$ cat src/rtl/mem_access_ctrl_pkg.sv
// Shared memory-map constants and FSM state type for the memory access controller.
package mem_map_pkg;

    localparam logic [31:0] DMEM_BASE_DEF = 32'h1001_0000;
    localparam logic [31:0] IO_BASE_DEF   = 32'h1003_0000;

    localparam logic [3:0] KEYB_OFS   = 4'h0;
    localparam logic [3:0] ACCEL_OFS  = 4'h4;
    localparam logic [3:0] SOUND_OFS  = 4'h8;
    localparam logic [3:0] LIGHTS_OFS = 4'hC;

    typedef enum logic [1:0] {
        IDLE,
        WAIT,
        DONE
    } state_t;

endpackage

$ cat src/rtl/mem_access_ctrl_if.sv
// Datapath-side and data-memory-side signals of the memory access controller.
interface mem_access_ctrl_if #(
    parameter int unsigned Dbits = 32,
    parameter int unsigned AW    = 10
);
    logic             cpu_rd;
    logic             cpu_wr;
    logic [31:0]      mem_addr;
    logic [Dbits-1:0] mem_writedata;
    logic [Dbits-1:0] mem_readdata;
    logic             enable;
    logic             dmem_en;
    logic             dmem_we;
    logic [AW-1:0]    dmem_addr;
    logic [Dbits-1:0] dmem_wdata;
    logic [Dbits-1:0] dmem_rdata;

    modport slave (
        input  cpu_rd, cpu_wr, mem_addr, mem_writedata, dmem_rdata,
        output mem_readdata, enable, dmem_en, dmem_we, dmem_addr, dmem_wdata
    );

    modport master (
        output cpu_rd, cpu_wr, mem_addr, mem_writedata, dmem_rdata,
        input  mem_readdata, enable, dmem_en, dmem_we, dmem_addr, dmem_wdata
    );
endinterface

$ cat src/rtl/mem_access_ctrl_io_regs.sv
// Memory-mapped I/O register file (sound period, lights) and its read mux.
module io_regs
    import mem_map_pkg::*;
#(
    parameter int unsigned Dbits = 32
) (
    input  logic             clock,
    input  logic             reset,
    input  logic             i_we,
    input  logic [3:0]       i_ofs,
    input  logic [Dbits-1:0] i_wdata,
    input  logic [31:0]      i_keyb_char,
    input  logic [31:0]      i_accel_val,
    output logic [31:0]      o_sound_period,
    output logic [15:0]      o_lights,
    output logic [Dbits-1:0] o_rdata
);

    logic [3:0]  w_ofs;
    logic [31:0] r_sound_period;
    logic [15:0] r_lights;

    assign w_ofs = {i_ofs[3:2], 2'b00};

    always_ff @(posedge clock or negedge reset) begin
        if (!reset) begin
            r_sound_period <= '0;
            r_lights       <= '0;
        end else if (i_we) begin
            // read-only offsets fall through and ignore the write
            case (w_ofs)
                SOUND_OFS:  r_sound_period <= 32'(i_wdata);
                LIGHTS_OFS: r_lights       <= i_wdata[15:0];
                default: ;
            endcase
        end
    end

    always_comb begin
        o_rdata = '0;
        case (w_ofs)
            KEYB_OFS:   o_rdata = Dbits'(i_keyb_char);
            ACCEL_OFS:  o_rdata = Dbits'(i_accel_val);
            SOUND_OFS:  o_rdata = Dbits'(r_sound_period);
            LIGHTS_OFS: o_rdata = Dbits'(r_lights);
            default:    o_rdata = '0;
        endcase
    end

    assign o_sound_period = r_sound_period;
    assign o_lights       = r_lights;

endmodule

$ cat src/rtl/mem_access_ctrl.sv
// Routes datapath loads/stores to data memory or I/O registers; stalls the
// datapath while a data-memory load is outstanding.
module mem_access_ctrl
    import mem_map_pkg::*;
#(
    parameter int unsigned Dbits      = 32,
    parameter int unsigned DMEM_WORDS = 1024,
    parameter logic [31:0] DMEM_BASE  = DMEM_BASE_DEF,
    parameter logic [31:0] IO_BASE    = IO_BASE_DEF,
    parameter int unsigned RD_LAT     = 1
) (
    input  logic              clock,
    input  logic              reset,
    mem_access_ctrl_if.slave  bus,
    input  logic [31:0]       keyb_char,
    input  logic [31:0]       accel_val,
    output logic [31:0]       sound_period,
    output logic [15:0]       lights
);

    localparam int unsigned AW         = $clog2(DMEM_WORDS);
    localparam logic [31:0] DMEM_BYTES = 32'(DMEM_WORDS * 4);
    localparam logic [2:0]  CNT_INIT   = 3'(RD_LAT - 1);

    state_t           r_state, w_next;
    logic [2:0]       r_cnt;
    logic [Dbits-1:0] r_rdata_q;

    logic [31:0]      w_ofs;
    logic             w_dmem_hit, w_io_hit, w_idle, w_ld_start, w_st;
    logic [Dbits-1:0] w_io_rdata;

    assign w_ofs      = bus.mem_addr - DMEM_BASE;
    assign w_dmem_hit = (w_ofs < DMEM_BYTES);
    assign w_io_hit   = (bus.mem_addr[31:4] == IO_BASE[31:4]);

    // Gated by reset so strobes and the stall drop the instant reset asserts,
    // even while the datapath still holds its request.
    assign w_idle     = (r_state == IDLE) & reset;
    assign w_ld_start = w_idle & bus.cpu_rd & ~bus.cpu_wr & w_dmem_hit;
    assign w_st       = w_idle & bus.cpu_wr;

    always_ff @(posedge clock or negedge reset) begin
        if (!reset) r_state <= IDLE;
        else        r_state <= w_next;
    end

    always_comb begin
        w_next = r_state;
        case (r_state)
            IDLE:    if (w_ld_start) w_next = WAIT;
            WAIT:    if (r_cnt == 3'd0) w_next = DONE;
            DONE:    w_next = IDLE;
            default: w_next = IDLE;
        endcase
    end

    always_ff @(posedge clock or negedge reset) begin
        if (!reset) begin
            r_cnt     <= '0;
            r_rdata_q <= '0;
        end else begin
            case (r_state)
                IDLE: if (w_ld_start) r_cnt <= CNT_INIT;
                WAIT: begin
                    if (r_cnt == 3'd0) r_rdata_q <= bus.dmem_rdata;
                    else               r_cnt     <= r_cnt - 3'd1;
                end
                default: ;
            endcase
        end
    end

    always_comb begin
        bus.enable       = 1'b1;
        bus.dmem_en      = w_ld_start;
        bus.dmem_we      = w_st & w_dmem_hit;
        bus.mem_readdata = '0;
        case (r_state)
            IDLE: begin
                bus.enable = ~w_ld_start;
                if (bus.cpu_rd && w_io_hit) bus.mem_readdata = w_io_rdata;
            end
            WAIT: bus.enable = ~reset;
            DONE: bus.mem_readdata = r_rdata_q;
            default: ;
        endcase
    end

    assign bus.dmem_addr  = w_ofs[AW+1:2];
    assign bus.dmem_wdata = bus.mem_writedata;

    io_regs #(
        .Dbits (Dbits)
    ) u_io_regs (
        .clock          (clock),
        .reset          (reset),
        .i_we           (w_st & w_io_hit),
        .i_ofs          (bus.mem_addr[3:0]),
        .i_wdata        (bus.mem_writedata),
        .i_keyb_char    (keyb_char),
        .i_accel_val    (accel_val),
        .o_sound_period (sound_period),
        .o_lights       (lights),
        .o_rdata        (w_io_rdata)
    );

endmodule

$ cat src/flat_wrapper.sv
// flat-port wrapper written by rule: the top's interface ports become plain ports
module mem_access_ctrl_flat import mem_map_pkg::*;
#(
    parameter int unsigned Dbits      = 32,
    parameter int unsigned DMEM_WORDS = 1024,
    parameter logic [31:0] DMEM_BASE  = DMEM_BASE_DEF,
    parameter logic [31:0] IO_BASE    = IO_BASE_DEF,
    parameter int unsigned RD_LAT     = 1
)
  (clock, reset, keyb_char, accel_val, sound_period, lights, bus_cpu_rd, bus_cpu_wr, bus_mem_addr, bus_mem_writedata, bus_dmem_rdata, bus_mem_readdata, bus_enable, bus_dmem_en, bus_dmem_we, bus_dmem_addr, bus_dmem_wdata);
  mem_access_ctrl_if #(.Dbits(Dbits), .AW(10)) bus_i ();
  input  logic clock;
  input  logic reset;
  input  logic [31:0] keyb_char;
  input  logic [31:0] accel_val;
  output logic [31:0] sound_period;
  output logic [15:0] lights;
  input wire logic [$bits(bus_i.cpu_rd)-1:0] bus_cpu_rd;
  input wire logic [$bits(bus_i.cpu_wr)-1:0] bus_cpu_wr;
  input wire logic [$bits(bus_i.mem_addr)-1:0] bus_mem_addr;
  input wire logic [$bits(bus_i.mem_writedata)-1:0] bus_mem_writedata;
  input wire logic [$bits(bus_i.dmem_rdata)-1:0] bus_dmem_rdata;
  output wire logic [$bits(bus_i.mem_readdata)-1:0] bus_mem_readdata;
  output wire logic [$bits(bus_i.enable)-1:0] bus_enable;
  output wire logic [$bits(bus_i.dmem_en)-1:0] bus_dmem_en;
  output wire logic [$bits(bus_i.dmem_we)-1:0] bus_dmem_we;
  output wire logic [$bits(bus_i.dmem_addr)-1:0] bus_dmem_addr;
  output wire logic [$bits(bus_i.dmem_wdata)-1:0] bus_dmem_wdata;
  assign bus_i.cpu_rd = bus_cpu_rd;
  assign bus_i.cpu_wr = bus_cpu_wr;
  assign bus_i.mem_addr = bus_mem_addr;
  assign bus_i.mem_writedata = bus_mem_writedata;
  assign bus_i.dmem_rdata = bus_dmem_rdata;
  assign bus_mem_readdata = bus_i.mem_readdata;
  assign bus_enable = bus_i.enable;
  assign bus_dmem_en = bus_i.dmem_en;
  assign bus_dmem_we = bus_i.dmem_we;
  assign bus_dmem_addr = bus_i.dmem_addr;
  assign bus_dmem_wdata = bus_i.dmem_wdata;
  mem_access_ctrl #(.Dbits(Dbits), .DMEM_WORDS(DMEM_WORDS), .DMEM_BASE(DMEM_BASE), .IO_BASE(IO_BASE), .RD_LAT(RD_LAT)) u_core (.clock(clock), .reset(reset), .bus(bus_i), .keyb_char(keyb_char), .accel_val(accel_val), .sound_period(sound_period), .lights(lights));
endmodule
$ cat config.mk
export PLATFORM = sky130hd
export DESIGN_NAME = mem_access_ctrl_flat
export DESIGN_NICKNAME = d
export VERILOG_FILES = /design/src/rtl/mem_access_ctrl_pkg.sv /design/src/rtl/mem_access_ctrl_if.sv /design/src/rtl/mem_access_ctrl_io_regs.sv /design/src/rtl/mem_access_ctrl.sv /design/src/flat_wrapper.sv
export SDC_FILE = /design/constraint.sdc
export NUM_CORES = 1
export LEC_CHECK = 0
export ABC_AREA = 1
export CAP_MARGIN = 20
export CORE_ASPECT_RATIO = 2
export CORE_MARGIN = 2
export CORE_UTILIZATION = 44
export DETAILED_ROUTE_END_ITERATION = 10
export PLACE_DENSITY = 0.95
export SYNTH_ARGS = -nofsm -noshare
export SYNTH_HDL_FRONTEND = slang
export SYNTH_HIERARCHICAL = 1
export SYNTH_SLANG_ARGS = --single-unit
$ cat constraint.sdc
create_clock -name clock -period 4 [get_ports clock]
set_input_delay 1 -clock clock [delete_from_list [all_inputs] [get_ports clock]]
set_output_delay 1 -clock clock [all_outputs]
set_load 0.005 [all_outputs]
# ---- Yosys cells after proc, flatten, opt, wreduce, memory -nomap -nowiden
# Index checks and enable logic that the tools add are counted.
dict set report classes {
  add_sub_neg 2
  order_cmp 1
  n_eq_ne 9
  n_mux 10
  n_bitwise 10
  n_reduce_logical 10
}
# op count
set ops {}
lappend ops {{$pmux W32 S4} 1}
lappend ops {{$pmux W32 S2} 1}
lappend ops {{$lt A32 B13 Y1 const B} 1}
lappend ops {{$mux W32} 1}
lappend ops {{$sub A32 B29 Y32 const B} 1}
lappend ops {{$eq A28 B25 Y1 const B} 1}
lappend ops {{$reduce_and A2 Y1} 4}
lappend ops {{$and A1 B1 Y1} 7}
lappend ops {{$eq A2 B2 Y1 const B} 3}
lappend ops {{$mux W3} 2}
lappend ops {{$pmux W3 S2} 1}
lappend ops {{$eq A2 B1 Y1 const B} 2}
lappend ops {{$logic_not A4 Y1} 1}
lappend ops {{$mux W2} 2}
lappend ops {{$ne A2 B1 Y1 const B} 2}
lappend ops {{$pmux W2 S2} 1}
lappend ops {{$logic_not A3 Y1} 1}
lappend ops {{$not A1 Y1} 3}
lappend ops {{$reduce_and A3 Y1} 1}
lappend ops {{$sub A3 B1 Y3 const B} 1}
lappend ops {{$logic_not A2 Y1} 1}
lappend ops {{$ne A2 B2 Y1 const B} 1}
lappend ops {{$pmux W1 S2} 1}
lappend ops {{$reduce_bool A2 Y1} 1}
lappend ops {{$logic_and A1 B1 Y1} 1}
dict set report totals {
  reg_bits 85
  input_bits 164
  output_inout_bits 125
  wordCells 47
}

# ---- Logic depth before layout (Yosys ltp)
# Gate-level depths: netlist (run 1).
dict set report depth {
  word_depth 7
  ltp_mapped 12
  mapped_depth_nobuf 11
}

# ---- Hierarchy
# Netlist (run 1), hierarchy kept.
# mod instances cells_per_inst area_per_inst_um2 seq_area_each_um2
set by_module_without_submodules {}
lappend by_module_without_submodules {io_regs 1 435 2889.0 1201.2}
lappend by_module_without_submodules {mem_access_ctrl 1 463 2837.7 925.9}

# ---- Worst setup path after synthesis (run 1)
# OpenSTA, ideal clock, no wires.
dict set report synth_path {
  kind {in2out}
  start {in bus_mem_addr[2]}
  end {out bus_mem_readdata[2]}
  arrival_ps 1925
  required_time_ps 3000
  setup_slack_ps 1075
  stages 11
  cell_sequence {buf_6 nor2_2 buf_4 nand2_1 nand2_1 inv_1 nand2_1 inv_1 nor2_1 nand4_1 nand2_1}
}
dict set report synth_between {
  elab_chain_cells 4
  word_cells_on_any_way 7
  classes_between {eq/ne (3); mux (3); reduce/logical (1)}
}
# item line_no
set synth_rtl {}
lappend synth_rtl {{from (decl)} flat_wrapper.sv:20} ;# input wire logic [$bits(bus_i.mem_addr)-1:0] bus_mem_addr;
lappend synth_rtl {{$eq A2 B2 Y1, or another cell as far along} mem_access_ctrl_io_regs.sv:41} ;# case (w_ofs)
lappend synth_rtl {{$pmux W32 S4 *} mem_access_ctrl_io_regs.sv:41}
lappend synth_rtl {{named net u_core.w_io_rdata[2]} mem_access_ctrl.sv:31} ;# logic [Dbits-1:0] w_io_rdata;
lappend synth_rtl {{$mux W32 *} mem_access_ctrl.sv:82} ;# if (bus.cpu_rd && w_io_hit) bus.mem_readdata = w_io_rdata;
lappend synth_rtl {{$pmux W32 S2 *} mem_access_ctrl.sv:79} ;# case (r_state)
lappend synth_rtl {{to (decl)} flat_wrapper.sv:23} ;# output wire logic [$bits(bus_i.mem_readdata)-1:0] bus_mem_readdata;
# The timed path passes the listed nets; every way through them passes the cells marked *.

# ---- Worst setup path in the final report (run 1)
dict set report layout_path {
  start {in bus_mem_addr[21]}
  end {out bus_mem_readdata[14]}
}
dict set report layout_between {
  elab_chain_cells 4
}
# item line_no
set layout_rtl {}
lappend layout_rtl {{$eq A28 B25 Y1} mem_access_ctrl.sv:35} ;# assign w_io_hit = (bus.mem_addr[31:4] == IO_BASE[31:4]);
lappend layout_rtl {{$logic_and A1 B1 Y1} mem_access_ctrl.sv:82}
lappend layout_rtl {{$mux W32} mem_access_ctrl.sv:82}
lappend layout_rtl {{$pmux W32 S2} mem_access_ctrl.sv:79}
# No other way between the ends.

==> load_flow_metrics.sql, run 1 <==
INSERT INTO impl_metrics (metric_group, metric, value, unit) VALUES
('status', 'status', 'complete, but fails checks', ''),
('status', 'failed_checks', 'setup timing', ''),
('yosys', 'post_synth_main_area_contributors', 'dfrtp_1, nand2_1, nand3_1, buf_4, inv_1', ''),
('yosys', 'yosys_reg_bits', '85', ''),
('critical_path', 'critPathMostFrequentCell', 'clkdlybuf4s50_1', ''),
('routing', 'drt-wirelength-per-cell', '17.5', 'um'),
('floorplan', 'start_util', '0.446', ''),
('sta', 'finalSetupTns', '-0.0523', 'ns'),
('power_and_ir_drop', 'finalPower', '2.15', 'mW'),
('final_layout', 'fin_cells', '1306', ''),
('clock_tree', 'clock_sink_count', '85', ''),
('floorplan', 'design.core.area', '0.0128', 'mm^2'),
('sta', 'achievable-frequency', '248', 'MHz'),
('routing', 'first_pass_iters', '7', ''),
('grt', 'grt_max_degree', '45', ''),
('sta', 'final_min_period_over_clock_period', '1.01', ''),
('critical_path', 'timing.critical_path.arrival', '3.03', 'ns'),
('sta', 'layout_min_cycle_time', '4.03', 'ns'),
('power_and_ir_drop', 'cellLeakagePower', '5.00', 'nW'),
('yosys', 'synth_top_cell_by_area', 'dfrtp_1', ''),
('power_and_ir_drop', 'power_density', '237', 'mW/mm^2'),
('final_layout', 'fraction_of_layout_cells_with_a_size_suffix_above_1', '0.0823', ''),
('sta', 'worstMarginPinSlew', '0.770', 'ns'),
('yosys', 'synth_warnings', '6', ''),
('sta', 'postLayoutSetupSlackWorst', '-0.0272', 'ns'),
('placement', 'numPortBuffers', '286', ''),
('routing', 'route.antenna.remaining_nets', '0', ''),
('power_and_ir_drop', 'ir_worst_vdd', '218', 'uV'),
('yosys', 'post_synth.cell_area_avg', '6.38', 'um^2'),
('floorplan', 'dieHeight', '165', 'um'),
('clock_tree', 'insertion_delay', '0.34', 'ns'),
('sta', 'slew_violations', '0', ''),
('yosys', 'synth.net_count', '1064', ''),
('sta', 'timing.max_slew.rel_slack', '0.486', ''),
('worst_hold_path', 'timing.hold.worst.class', 'register to register', ''),
('floorplan', 'die_w', '84.7', 'um'),
('placement', 'numPlacedInstances', '1280', ''),
('grt', 'first_pass_grt_wire_length', '33.4', 'mm'),
('critical_path', 'cpLargestDelayFamily', 'buffers and inverters', ''),
('yosys', 'synth.top_cell.area_share', '0.371', ''),
('yosys', 'yosysMostFrequentCell', 'nand2_1', ''),
('clock_tree', 'clock_tree.buffer_depth', '2', ''),
('yosys', 'netlist_instances', '898', ''),
('critical_path', 'setup_crit_path_kind', 'input pin to output port', ''),
('yosys', 'yosys_most_used_dff', 'dfrtp_1', ''),
('critical_path', 'delay_of_the_slowest_cell_on_the_worst_path', '0.50', 'ns'),
('yosys', 'post_synth_edffs', '0', ''),
('run', 'max_cap_violations', '0', ''),
('floorplan', 'io-pin-count', '289', ''),
('grt', 'first_global_vias', '6666', ''),
('routing', 'route.top_layer_used', 'met4', ''),
('critical_path', 'path_cells', 'clkdlybuf4s50_1 -> nor2_1 -> nand4_1 -> nor3_4 -> buf_12 -> clkbuf_16 -> nand3_1 -> nand2_1 -> clkdlybuf4s50_1', ''),
('critical_path', 'worst_path_max_delay_cell', 'clkdlybuf4s50_1', ''),
('clock_tree', 'cts_tree', 'done', ''),
('routing', 'wirelength', '22.9', 'mm'),
('placement', 'detailedPlacementHpwl', '17.1', 'mm'),
('routing', 'route.detailed.drc', '0', ''),
('routing', 'met3_length', '2.32', 'mm'),
('sta', 'setup_viol', '6', ''),
('placement', 'finalWeightedCongestion', '0.973', ''),
('grt', 'overall_routing_resource_usage', '0.308', ''),
('critical_path', 'timing.critical_path.buf_inv', '4', ''),
('floorplan', 'core.rowCount', '59', ''),
('routing', 'wl_met1', '7.78', 'mm'),
('final_layout', 'fin_nets', '1315', ''),
('yosys', 'synthArstFlopShare', '1.00', ''),
('critical_path', 'critPathCaptureType', 'output port', ''),
('critical_path', 'critical_path_peak_fanout', '7', ''),
('yosys', 'yosys.cell_types.count', '26', ''),
('sta', 'hold_viol', '0', ''),
('critical_path', 'setup.worst_path.start_class', 'input pin', '');
==> stage by stage <==
step           setup WS (ns)  area, um^2
3_3_place_gp          -0.148        8510
5_1_grt              -0.0629        9060
2_1_floorplan           1.07        5730
4_1_cts              -0.0332        8830
3_5_place_dp          -0.196        8510
6_report             -0.0272        9060
==> power by group <==
group | total (mW) | switching (mW) | internal (mW)
Combinational | 0.410 | 0.179 | 0.231
Sequential | 0.885 | 0.00944 | 0.876
Clock | 0.856 | 0.362 | 0.494
==> flip-flops by register name, summed over array words and instances (netlist names) <==
name,flops
u_core/r_rdata_q,32
u_core/u_io_regs/o_sound_period,32
u_core/u_io_regs/o_lights,16
u_core/r_cnt,3
u_core/r_state,2
==> final cells by class <==
| cell class | count | area, um^2 |
|---|---|---|
| Clock buffer | 9 | 225 |
| Inverter | 92 | 350 |
| Clock inverter | 7 | 78.8 |
| Tap cell | 152 | 190 |
| Multi-Input combinational cell | 636 | 2740 |
| Fill cell | 1018 | 3780 |
| Timing Repair Buffer | 325 | 3350 |
| Sequential cell | 85 | 2130 |
==> worst paths after layout <==
path,slack [ns],depth (start not counted),end,from
max reg2reg,1.87,7,u_core/r_rdata_q[1],u_core/r_cnt[0]
min in group asynchronous,0.54,1,u_core/r_rdata_q[3],reset
min reg2reg,0.47,2,u_core/r_rdata_q[29],u_core/r_rdata_q[29]
max in group asynchronous,2.15,3,u_core/r_rdata_q[23],reset
min,0.47,2,u_core/r_rdata_q[29],u_core/r_rdata_q[29]
max,-0.03,9,bus_mem_readdata[14],bus_mem_addr[21]
==> worst min-delay path, delay by kind of cell (launching register included) <==
| family | cells | cell delay, ns |
|---|---|---|
| simple gates | 2 | 0.09 |
| flops | 1 | 0.35 |
==> routing by layer <==
layer	track usage	vias up
met1	0.328	3131
met2	0.571	463
met3	0.0626	63
li1	-	3196
met5	0	-
met4	0.152	0
==> cells by family (layout without fill, tap and decap cells) <==
group	Yosys count	count (layout)	synth area share
AND/OR/NAND/NOR	615	615	0.445
XOR/XNOR	1	1	0.00153
buffers and inverters	177	433	0.161
AO/OA/AOI/OAI	18	18	0.0157
flip-flops	85	85	0.371
adder cells (fa/ha/maj)	2	2	0.00437
==> cells in the final DEF (no fill, tap or decap), types with 5 or more instances in the layout <==
cell type / Yosys / final
nand2_1: 424 / 424
inv_1: 86 / 82
buf_12: 0 / 8
clkdlybuf4s50_1: 0 / 251
inv_2: 4 / 8
inv_6: 0 / 5
dfrtp_1: 85 / 85
dlymetal6s2s_1: 0 / 30
clkbuf_16: 0 / 11
nor2_4: 3 / 5
nor2_2: 3 / 8
nand3_2: 1 / 7
nand4_1: 11 / 11
nor2_1: 64 / 57
buf_4: 50 / 29
nand3_1: 101 / 95
o21ai_0: 17 / 16
==> repair_timing <==
action                     CTS  global route
setup buffers                0             8
cloned                       0             2
gates resized for setup      7            49
pin swaps                    0             4
setup endpoints to repair   30            33
hold buffers                 0             0
Power figures use the tool's default switching activity.
==> run 2, diff against run 1 <==
--- a/config.mk
+++ b/config.mk
@@ -9,10 +9,9 @@
 export CAP_MARGIN = 20
 export CORE_ASPECT_RATIO = 2
 export CORE_MARGIN = 2
-export CORE_UTILIZATION = 44
+export CORE_UTILIZATION = 43
 export DETAILED_ROUTE_END_ITERATION = 10
 export PLACE_DENSITY = 0.95
 export SYNTH_ARGS = -nofsm -noshare
 export SYNTH_HDL_FRONTEND = slang
-export SYNTH_HIERARCHICAL = 1
 export SYNTH_SLANG_ARGS = --single-unit
==> run 2 against run 1 <==
Compared with the run above:
- the run still ends with setup timing left
- final cell count is 11% lower
- clock-buffer cell count increased by 3
- flip-flop and latch count unchanged
- via count fell by 11%
- core utilization up 2.0 points
- sequential share of layout area rose by 1.0 points
- total power barely moved
- largest power group unchanged
- critical path depth grew 3
- maximum frequency up 0.29%
- setup slack improved by 0.012 ns
- wire length decreased by 13%
- worst hold slack gained 0.0028 ns
==> load_flow_metrics.sql, run 2 <==
INSERT INTO impl_metrics (metric_group, metric, value, unit) VALUES
('status', 'status', 'complete, but fails checks', ''),
('status', 'failed_checks', 'setup timing', ''),
('critical_path', 'critPathCaptureType', 'output port', ''),
('routing', 'route.antenna.remaining_nets', '0', ''),
('yosys', 'synth.net_count', '889', ''),
('routing', 'first_pass_iters', '5', ''),
('yosys', 'synth.top_cell.area_share', '0.407', ''),
('critical_path', 'critical_path_required', '3.00', 'ns'),
('routing', 'drt-wirelength-per-cell', '17.2', 'um'),
('sta', 'final_worst_clock_skew', '0.00826', 'ns'),
('yosys', 'synth_top_cells_by_count', 'nand2_1, dfrtp_1, inv_1', ''),
('sta', 'hold_viol', '0', ''),
('routing', 'wirelength', '19.9', 'mm'),
('grt', 'first_pass_grt_wire_length', '29.6', 'mm'),
('final_layout', 'final_cell_mix', 'nand2_1, clkdlybuf4s50_1, dfrtp_1', ''),
('routing', 'initial_detailed_routing_violation_count', '374', ''),
('sta', 'worstMarginPinSlew', '0.993', 'ns'),
('sta', 'final_min_period_over_clock_period', '1.00', ''),
('yosys', 'synth_warnings', '0', ''),
('placement', 'detailedPlacementHpwl', '15.1', 'mm'),
('final_layout', 'finalInstanceArea', '0.00869', 'mm^2'),
('sta', 'setup_viol', '1', ''),
('sta', 'layout_min_cycle_time', '4.02', 'ns'),
('yosys', 'post_synth_edffs', '0', ''),
('grt', 'first_global_vias', '5887', ''),
('critical_path', 'ff2ff_setup_slack', '1.80', 'ns'),
('critical_path', 'critical_path_peak_fanout', '2', ''),
('final_layout', 'area_growth_syn_to_layout', '66.4', '%'),
('clock_tree', 'root_buffer_cell', 'clkbuf_16', ''),
('floorplan', 'die_w', '81.9', 'um'),
('floorplan', 'start_util', '0.436', ''),
('power_and_ir_drop', 'ir_worst_vdd', '228', 'uV'),
('sta', 'achievable-frequency', '249', 'MHz'),
('clock_tree', 'clock_tree.buffer_depth', '2', ''),
('power_and_ir_drop', 'cellLeakagePower', '4.28', 'nW'),
('floorplan', 'io-pin-count', '289', ''),
('grt', 'grt_antenna_before_repair', '0', ''),
('yosys', 'yosys.cell_types.count', '34', ''),
('floorplan', 'dieHeight', '160', 'um'),
('routing', 'routed_via_density', '5.26', ''),
('yosys', 'yosysMostFrequentCell', 'nand2_1', ''),
('critical_path', 'critical_path_start', 'bus_mem_addr[23]', ''),
('clock_tree', 'clk_pin_slew', '0.06', 'ns'),
('placement', 'finalWeightedCongestion', '0.939', ''),
('sta', 'hold_ws', '0.476', 'ns'),
('clock_tree', 'insertion_delay', '0.33', 'ns'),
('yosys', 'post_synth_main_area_contributors', 'dfrtp_1, nand2_1, buf_4, o21ai_2, inv_1', ''),
('clock_tree', 'numCtsBuffers', '9', ''),
('clock_tree', 'cts_tree', 'done', ''),
('routing', 'detailroute.via_count', '6098', ''),
('clock_tree', 'cts-hold-fix-buffers', '0', ''),
('sta', 'timing.max_slew.rel_slack', '0.337', ''),
('yosys', 'yosys_reg_bits', '85', ''),
('run', 'max_cap_violations', '0', ''),
('yosys', 'synthArstFlopShare', '1.00', ''),
('grt', 'grt_max_degree', '68', ''),
('yosys', 'synth_seq_area_share', '0.407', ''),
('grt', 'overall_routing_resource_usage', '0.296', ''),
('floorplan', 'design.die.area', '0.0131', 'mm^2'),
('critical_path', 'setup.worst_path.start_class', 'input pin', ''),
('yosys', 'synth_top_cell_by_area', 'dfrtp_1', ''),
('yosys', 'yosys_most_used_dff', 'dfrtp_1', ''),
('yosys', 'netlist_instances', '723', ''),
('grt', 'global_route.overflow_total', '0', ''),
('clock_tree', 'htree_depth', '3', ''),
('power_and_ir_drop', 'power_density', '248', 'mW/mm^2'),
('critical_path', 'rr_startpoint', 'u_core.r_cnt[0]', ''),
('critical_path', 'timing.critical_path.arrival', '3.02', 'ns'),
('final_layout', 'filler_cells_inserted', '886', ''),
('placement', 'placement.cell_area', '0.00826', 'mm^2'),
('floorplan', 'core.rowCount', '57', ''),
('sta', 'postLayoutSetupSlackWorst', '-0.0154', 'ns'),
('worst_hold_path', 'hold_path.startpoint', 'u_core.r_rdata_q[20]', ''),
('critical_path', 'setup_crit_path_kind', 'input pin to output port', ''),
('floorplan', 'design.core.area', '0.0120', 'mm^2'),
('sta', 'slew_violations', '0', ''),
('final_layout', 'fin_nets', '1174', ''),
('final_layout', 'mostFrequentLayoutCell', 'nand2_1', ''),
('yosys', 'post_synth.cell_area_avg', '7.23', 'um^2'),
('worst_hold_path', 'timing.hold.worst.class', 'register to register', ''),
('clock_tree', 'clock_sink_count', '85', ''),
('final_layout', 'fraction_of_layout_cells_with_a_size_suffix_above_1', '0.137', ''),
('yosys', 'syn_area', '0.00523', 'mm^2'),
('routing', 'route.detailed.drc', '0', ''),
('final_layout', 'antennaDiodeCount', '0', ''),
('placement', 'numPortBuffers', '286', '');
run 2: logic make-up (layout without fill, tap and decap cells):
family / count (synthesis) / count (layout) / share of synthesized area
buf+inv: 134 / 424 / 0.136
simple gates: 381 / 381 / 0.297
flops: 85 / 85 / 0.407
xor+xnor: 3 / 3 / 0.00503
compound gates: 118 / 118 / 0.150
fa+ha+maj: 2 / 2 / 0.00479
run 2: timing repair:
item                       CTS  global route
gates resized for setup     60            19
pin swaps                    9            11
setup endpoints to repair   35             7
buffers inserted             6             2
run 2: through the flow:
| step | worst slack (ns) | cells | power [mW] | util | TNS [ns] |
|---|---|---|---|---|---|
| 6_report | -0.0154 | 1160 | 2.15 | 0.726 | -0.0154 |
| 5_1_grt | -0.0754 | 1160 | 2.23 | 0.726 | -0.105 |
| 4_1_cts | 0.00185 | 1158 | 2.16 | 0.721 | 0 |
| 3_5_place_dp | -0.221 | 1136 | 1.30 | 0.690 | -4.72 |
| 3_3_place_gp | -0.182 | 1136 | 1.29 | 0.690 | -3.55 |
| 2_1_floorplan | 0.826 | 723 | 1.02 | - | 0 |
run 2: final timing paths:
path                                        end  cells after the start
max                                  bus_enable                     12
min                        u_core.r_rdata_q[20]                      2
max reg2reg                u_core.r_rdata_q[14]                      8
min reg2reg                u_core.r_rdata_q[20]                      2
max in group asynchronous  u_core.r_rdata_q[28]                      2
min in group asynchronous       u_core.r_cnt[0]                      1
run 2: layout make-up:
class / count / area, um^2 / share of cell area
well taps: 147 / 184 / 0.0212
flip-flops and latches: 85 / 2130 / 0.245
repair buffers: 347 / 3360 / 0.387
clock inverters: 4 / 56.3 / 0.00648
clock buffers: 12 / 256 / 0.0295
multi-input cells: 504 / 2480 / 0.285
inverters: 61 / 229 / 0.0263
run 2: worst max-delay path, cell delays in order:
cell and delay [ns]:
clkdlybuf4s50_1 0.45, nor2_2 0.14, nand2_2 0.10, buf_4 0.16, o21ai_0 0.21, nand2_1 0.10
nor2_1 0.09, nand3_1 0.07, nor2_1 0.13, nand3_1 0.11, a21o_1 0.18, dlygate4sd2_1 0.26
run 2: power breakdown:
part	switching [mW]	internal [mW]	leakage [nW]	total, mW
clock network	0.335	0.521	0.153	0.856
logic	0.170	0.242	3.01	0.411
registers	0.00961	0.876	1.11	0.886
total	0.514	1.64	4.28	2.15
run 2: layer usage:
| layer | vias up | global-route usage | wire (um) |
|---|---|---|---|
| met2 | 372 | 0.502 | 9920 |
| li1 | 2846 | - | - |
| met5 | - | 0 | 0 |
| met1 | 2838 | 0.365 | 7540 |
| met4 | 0 | 0.0773 | 388 |
| met3 | 42 | 0.0797 | 2070 |
==> run 3, diff against run 2 <==
--- a/config.mk
+++ b/config.mk
@@ -7,11 +7,12 @@
 export LEC_CHECK = 0
 export ABC_AREA = 1
 export CAP_MARGIN = 20
-export CORE_ASPECT_RATIO = 2
 export CORE_MARGIN = 2
 export CORE_UTILIZATION = 43
 export DETAILED_ROUTE_END_ITERATION = 10
+export MAX_ROUTING_LAYER = met4
 export PLACE_DENSITY = 0.95
+export SETUP_SLACK_MARGIN = 0.05
 export SYNTH_ARGS = -nofsm -noshare
 export SYNTH_HDL_FRONTEND = slang
 export SYNTH_SLANG_ARGS = --single-unit
==> run 3 against run 2 <==
Compared with the run above:
- critical endpoint is now bus_mem_readdata[28]
- clock-buffer cell count is 1 lower
- final cell count grew 1.8%
- register-to-register slack improved by 0.05 ns
- combinational power barely moved
- via count shrank 1.3%
- sequential power about the same
- the flow now finishes without violations
- die area shrank 0.41%
- highest routed layer unchanged
- maximum frequency increased by 4.6%
- sequential share of layout area decreased by 0.19 points
- worst hold slack lost 0.0015 ns
- clock skew increased by 0.0035 ns
==> load_flow_metrics.sql, run 3 (synthesis results as in run 2) <==
INSERT INTO impl_metrics (metric_group, metric, value, unit) VALUES
('critical_path', 'setup_crit_path_kind', 'input pin to output port', ''),
('routing', 'met3_length', '1.37', 'mm'),
('critical_path', 'critical_path_required', '3.00', 'ns'),
('routing', 'dr_wl_met2', '9.72', 'mm'),
('final_layout', 'mostFrequentLayoutCell', 'nand2_1', ''),
('clock_tree', 'cts-hold-fix-buffers', '0', ''),
('sta', 'hold_ws', '0.474', 'ns'),
('sta', 'final_min_period_over_clock_period', '0.959', ''),
('floorplan', 'die_w', '114', 'um'),
('grt', 'overall_routing_resource_usage', '0.307', ''),
('power_and_ir_drop', 'cellLeakagePower', '4.32', 'nW'),
('final_layout', 'final_cell_mix', 'nand2_1, clkdlybuf4s50_1, dfrtp_1', ''),
('critical_path', 'critPathCaptureType', 'output port', ''),
('routing', 'routed_via_density', '5.10', ''),
('critical_path', 'delay_of_the_slowest_cell_on_the_worst_path', '0.42', 'ns'),
('sta', 'timing.max_slew.rel_slack', '0.363', ''),
('clock_tree', 'clk_pin_slew', '0.06', 'ns'),
('sta', 'setup_viol', '0', ''),
('critical_path', 'critical_path_peak_fanout', '5', ''),
('critical_path', 'cpLargestDelayFamily', 'buffers and inverters', ''),
('grt', 'first_global_vias', '6016', ''),
('power_and_ir_drop', 'finalPower', '2.05', 'mW'),
('clock_tree', 'insertion_delay', '0.34', 'ns'),
('grt', 'grt_max_degree', '67', ''),
('floorplan', 'core.rowCount', '40', ''),
('clock_tree', 'htree_depth', '3', ''),
('clock_tree', 'cts_tree', 'done', ''),
('clock_tree', 'clock_tree.buffer_depth', '2', ''),
('critical_path', 'critPathMostFrequentCell', 'buf_6', ''),
('critical_path', 'timing.critical_path.arrival', '2.84', 'ns'),
('routing', 'first_pass_iters', '5', ''),
('routing', 'route.top_layer_used', 'met4', ''),
('floorplan', 'design.core.area', '0.0119', 'mm^2'),
('clock_tree', 'numCtsBuffers', '9', ''),
('final_layout', 'post-route-util', '0.736', ''),
('critical_path', 'path_cells', 'clkdlybuf4s50_1 -> nor2_1 -> nand2_1 -> nor4_4 -> nand3_2 -> buf_6 -> buf_6 -> buf_4 -> o21ai_1 -> buf_2', ''),
('placement', 'numPortBuffers', '286', ''),
('power_and_ir_drop', 'internal-power', '1.54', 'mW'),
('critical_path', 'worst_path_max_delay_cell', 'clkdlybuf4s50_1', ''),
('routing', 'route.detailed.drc', '0', ''),
('power_and_ir_drop', 'power_density', '234', 'mW/mm^2'),
('power_and_ir_drop', 'net-switching-power', '511', 'uW'),
('critical_path', 'setup.worst_path.end', 'bus_mem_readdata[28]', ''),
('sta', 'slew_violations', '0', ''),
('sta', 'hold_viol', '0', ''),
('grt', 'grt_antenna_before_repair', '0', ''),
('sta', 'final_worst_clock_skew', '0.0118', 'ns'),
('critical_path', 'rr_endpoint', 'u_core.u_io_regs.o_lights[9]', ''),
('routing', 'initial_detailed_routing_violation_count', '440', ''),
('power_and_ir_drop', 'seq_power_share', '0.433', ''),
('final_layout', 'area_growth_syn_to_layout', '67.7', '%'),
('critical_path', 'ff2ff_setup_slack', '1.85', 'ns'),
('critical_path', 'path_depth', '10', ''),
('placement', 'detailedPlacementHpwl', '15.2', 'mm'),
('clock_tree', 'clock_sink_count', '85', ''),
('routing', 'route.antenna.remaining_nets', '0', ''),
('sta', 'layout_min_cycle_time', '3.84', 'ns'),
('floorplan', 'design.die.area', '0.0130', 'mm^2'),
('worst_hold_path', 'timing.hold.worst.class', 'register to register', ''),
('status', 'status', 'finished clean', ''),
('routing', 'detailroute.via_count', '6020', ''),
('clock_tree', 'root_buffer_cell', 'clkbuf_16', ''),
('floorplan', 'start_util', '0.439', ''),
('routing', 'wl_met1', '7.74', 'mm'),
('critical_path', 'critical_path_start', 'bus_mem_addr[11]', ''),
('power_and_ir_drop', 'clock_power_share', '0.366', ''),
('floorplan', 'dieHeight', '114', 'um'),
('final_layout', 'fin_nets', '1196', ''),
('grt', 'global_route.overflow_total', '0', ''),
('critical_path', 'number_of_cells_traversed_by_the_worst_register_to_register_path', '7', ''),
('final_layout', 'fraction_of_layout_cells_with_a_size_suffix_above_1', '0.172', ''),
('routing', 'wirelength', '19.5', 'mm'),
('placement', 'finalWeightedCongestion', '0.963', ''),
('sta', 'worstMarginPinSlew', '0.955', 'ns'),
('sta', 'grt_setup_unrepaired', 'true', ''),
('routing', 'drt-wirelength-per-cell', '16.5', 'um'),
('sta', 'achievable-frequency', '261', 'MHz'),
('critical_path', 'setup.worst_path.start_class', 'input pin', ''),
('power_and_ir_drop', 'ir_worst_vdd', '162', 'uV'),
('power_and_ir_drop', 'power.share.combinational', '0.201', ''),
('critical_path', 'rr_startpoint', 'u_core.r_state[0]', ''),
('power_and_ir_drop', 'swShare', '0.249', ''),
('final_layout', 'antennaDiodeCount', '0', ''),
('critical_path', 'timing.critical_path.buf_inv', '5', ''),
('grt', 'first_pass_grt_wire_length', '30.0', 'mm'),
('floorplan', 'io-pin-count', '289', ''),
('run', 'max_cap_violations', '0', '');
==> run 3: area by class of cell <==
class,count,area (um^2)
clock buffer,11,233
multi-input combinational,504,2500
inverter,61,229
sequential,85,2130
timing repair buffer,369,3460
fill,901,3150
clock inverter,4,26.3
tap,147,184
==> run 3: how the worst min path moves through the flow <==
stage,start,end,slack [ns],cells past startpoint
after floorplan,u_core.r_rdata_q[0],u_core.r_rdata_q[0],0.44,2
after global placement,u_core.r_rdata_q[22],u_core.r_rdata_q[22],0.45,2
after detailed placement,u_core.r_rdata_q[9],u_core.r_rdata_q[9],0.46,2
after CTS,u_core.r_rdata_q[9],u_core.r_rdata_q[9],0.47,2
after global routing,u_core.r_rdata_q[7],u_core.r_rdata_q[7],0.50,2
final,u_core.r_rdata_q[7],u_core.r_rdata_q[7],0.47,2
==> run 3: worst reg2reg max path: stages (launching register included) <==
cell,delay (ns)
dfrtp_1,0.41
nor2_1,0.25
buf_4,0.23
nand3_1,0.11
inv_1,0.18
nand3_2,0.51
nand2_1,0.25
o21ai_1,0.08
==> run 3: repair_timing <==
action                                  CTS  global route
gates cloned                              1             0
resized for setup                       118            20
hold endpoints to repair                  0             0
endpoints found under the setup margin   35            26
setup buffers                            15             4
pin swaps                                18            10
==> run 3: per-layer routing <==
layer / global-route usage / vias to the layer above
met5: - / -
met1: 0.370 / 2773
met3: 0.0487 / 53
met4: 0.131 / 0
met2: 0.511 / 300
li1: - / 2894
==> run 3: through the flow <==
stage | cell area, um^2 | setup slack [ns] | setup TNS (ns) | std cells
4_1_cts | 8690 | 0.0464 | 0 | 1177
3_3_place_gp | 8330 | -0.201 | -4.80 | 1146
5_1_grt | 8760 | 0.0348 | 0 | 1181
2_1_floorplan | 5230 | 0.826 | 0 | 723
3_5_place_dp | 8330 | -0.234 | -5.82 | 1146
6_report | 8760 | 0.162 | 0 | 1181
==> run 3: power groups by stage <==
| stage | logic [mW] | registers (mW) | clock network [mW] |
|---|---|---|---|
| finish | 0.411 | 0.886 | 0.750 |
| global route | 0.442 | 0.887 | 0.793 |
| CTS | 0.409 | 0.886 | 0.755 |
| detailed placement | 0.401 | 0.901 | 0 |
| global placement | 0.394 | 0.900 | 0 |
| floorplan | 0.123 | 0.899 | 0 |
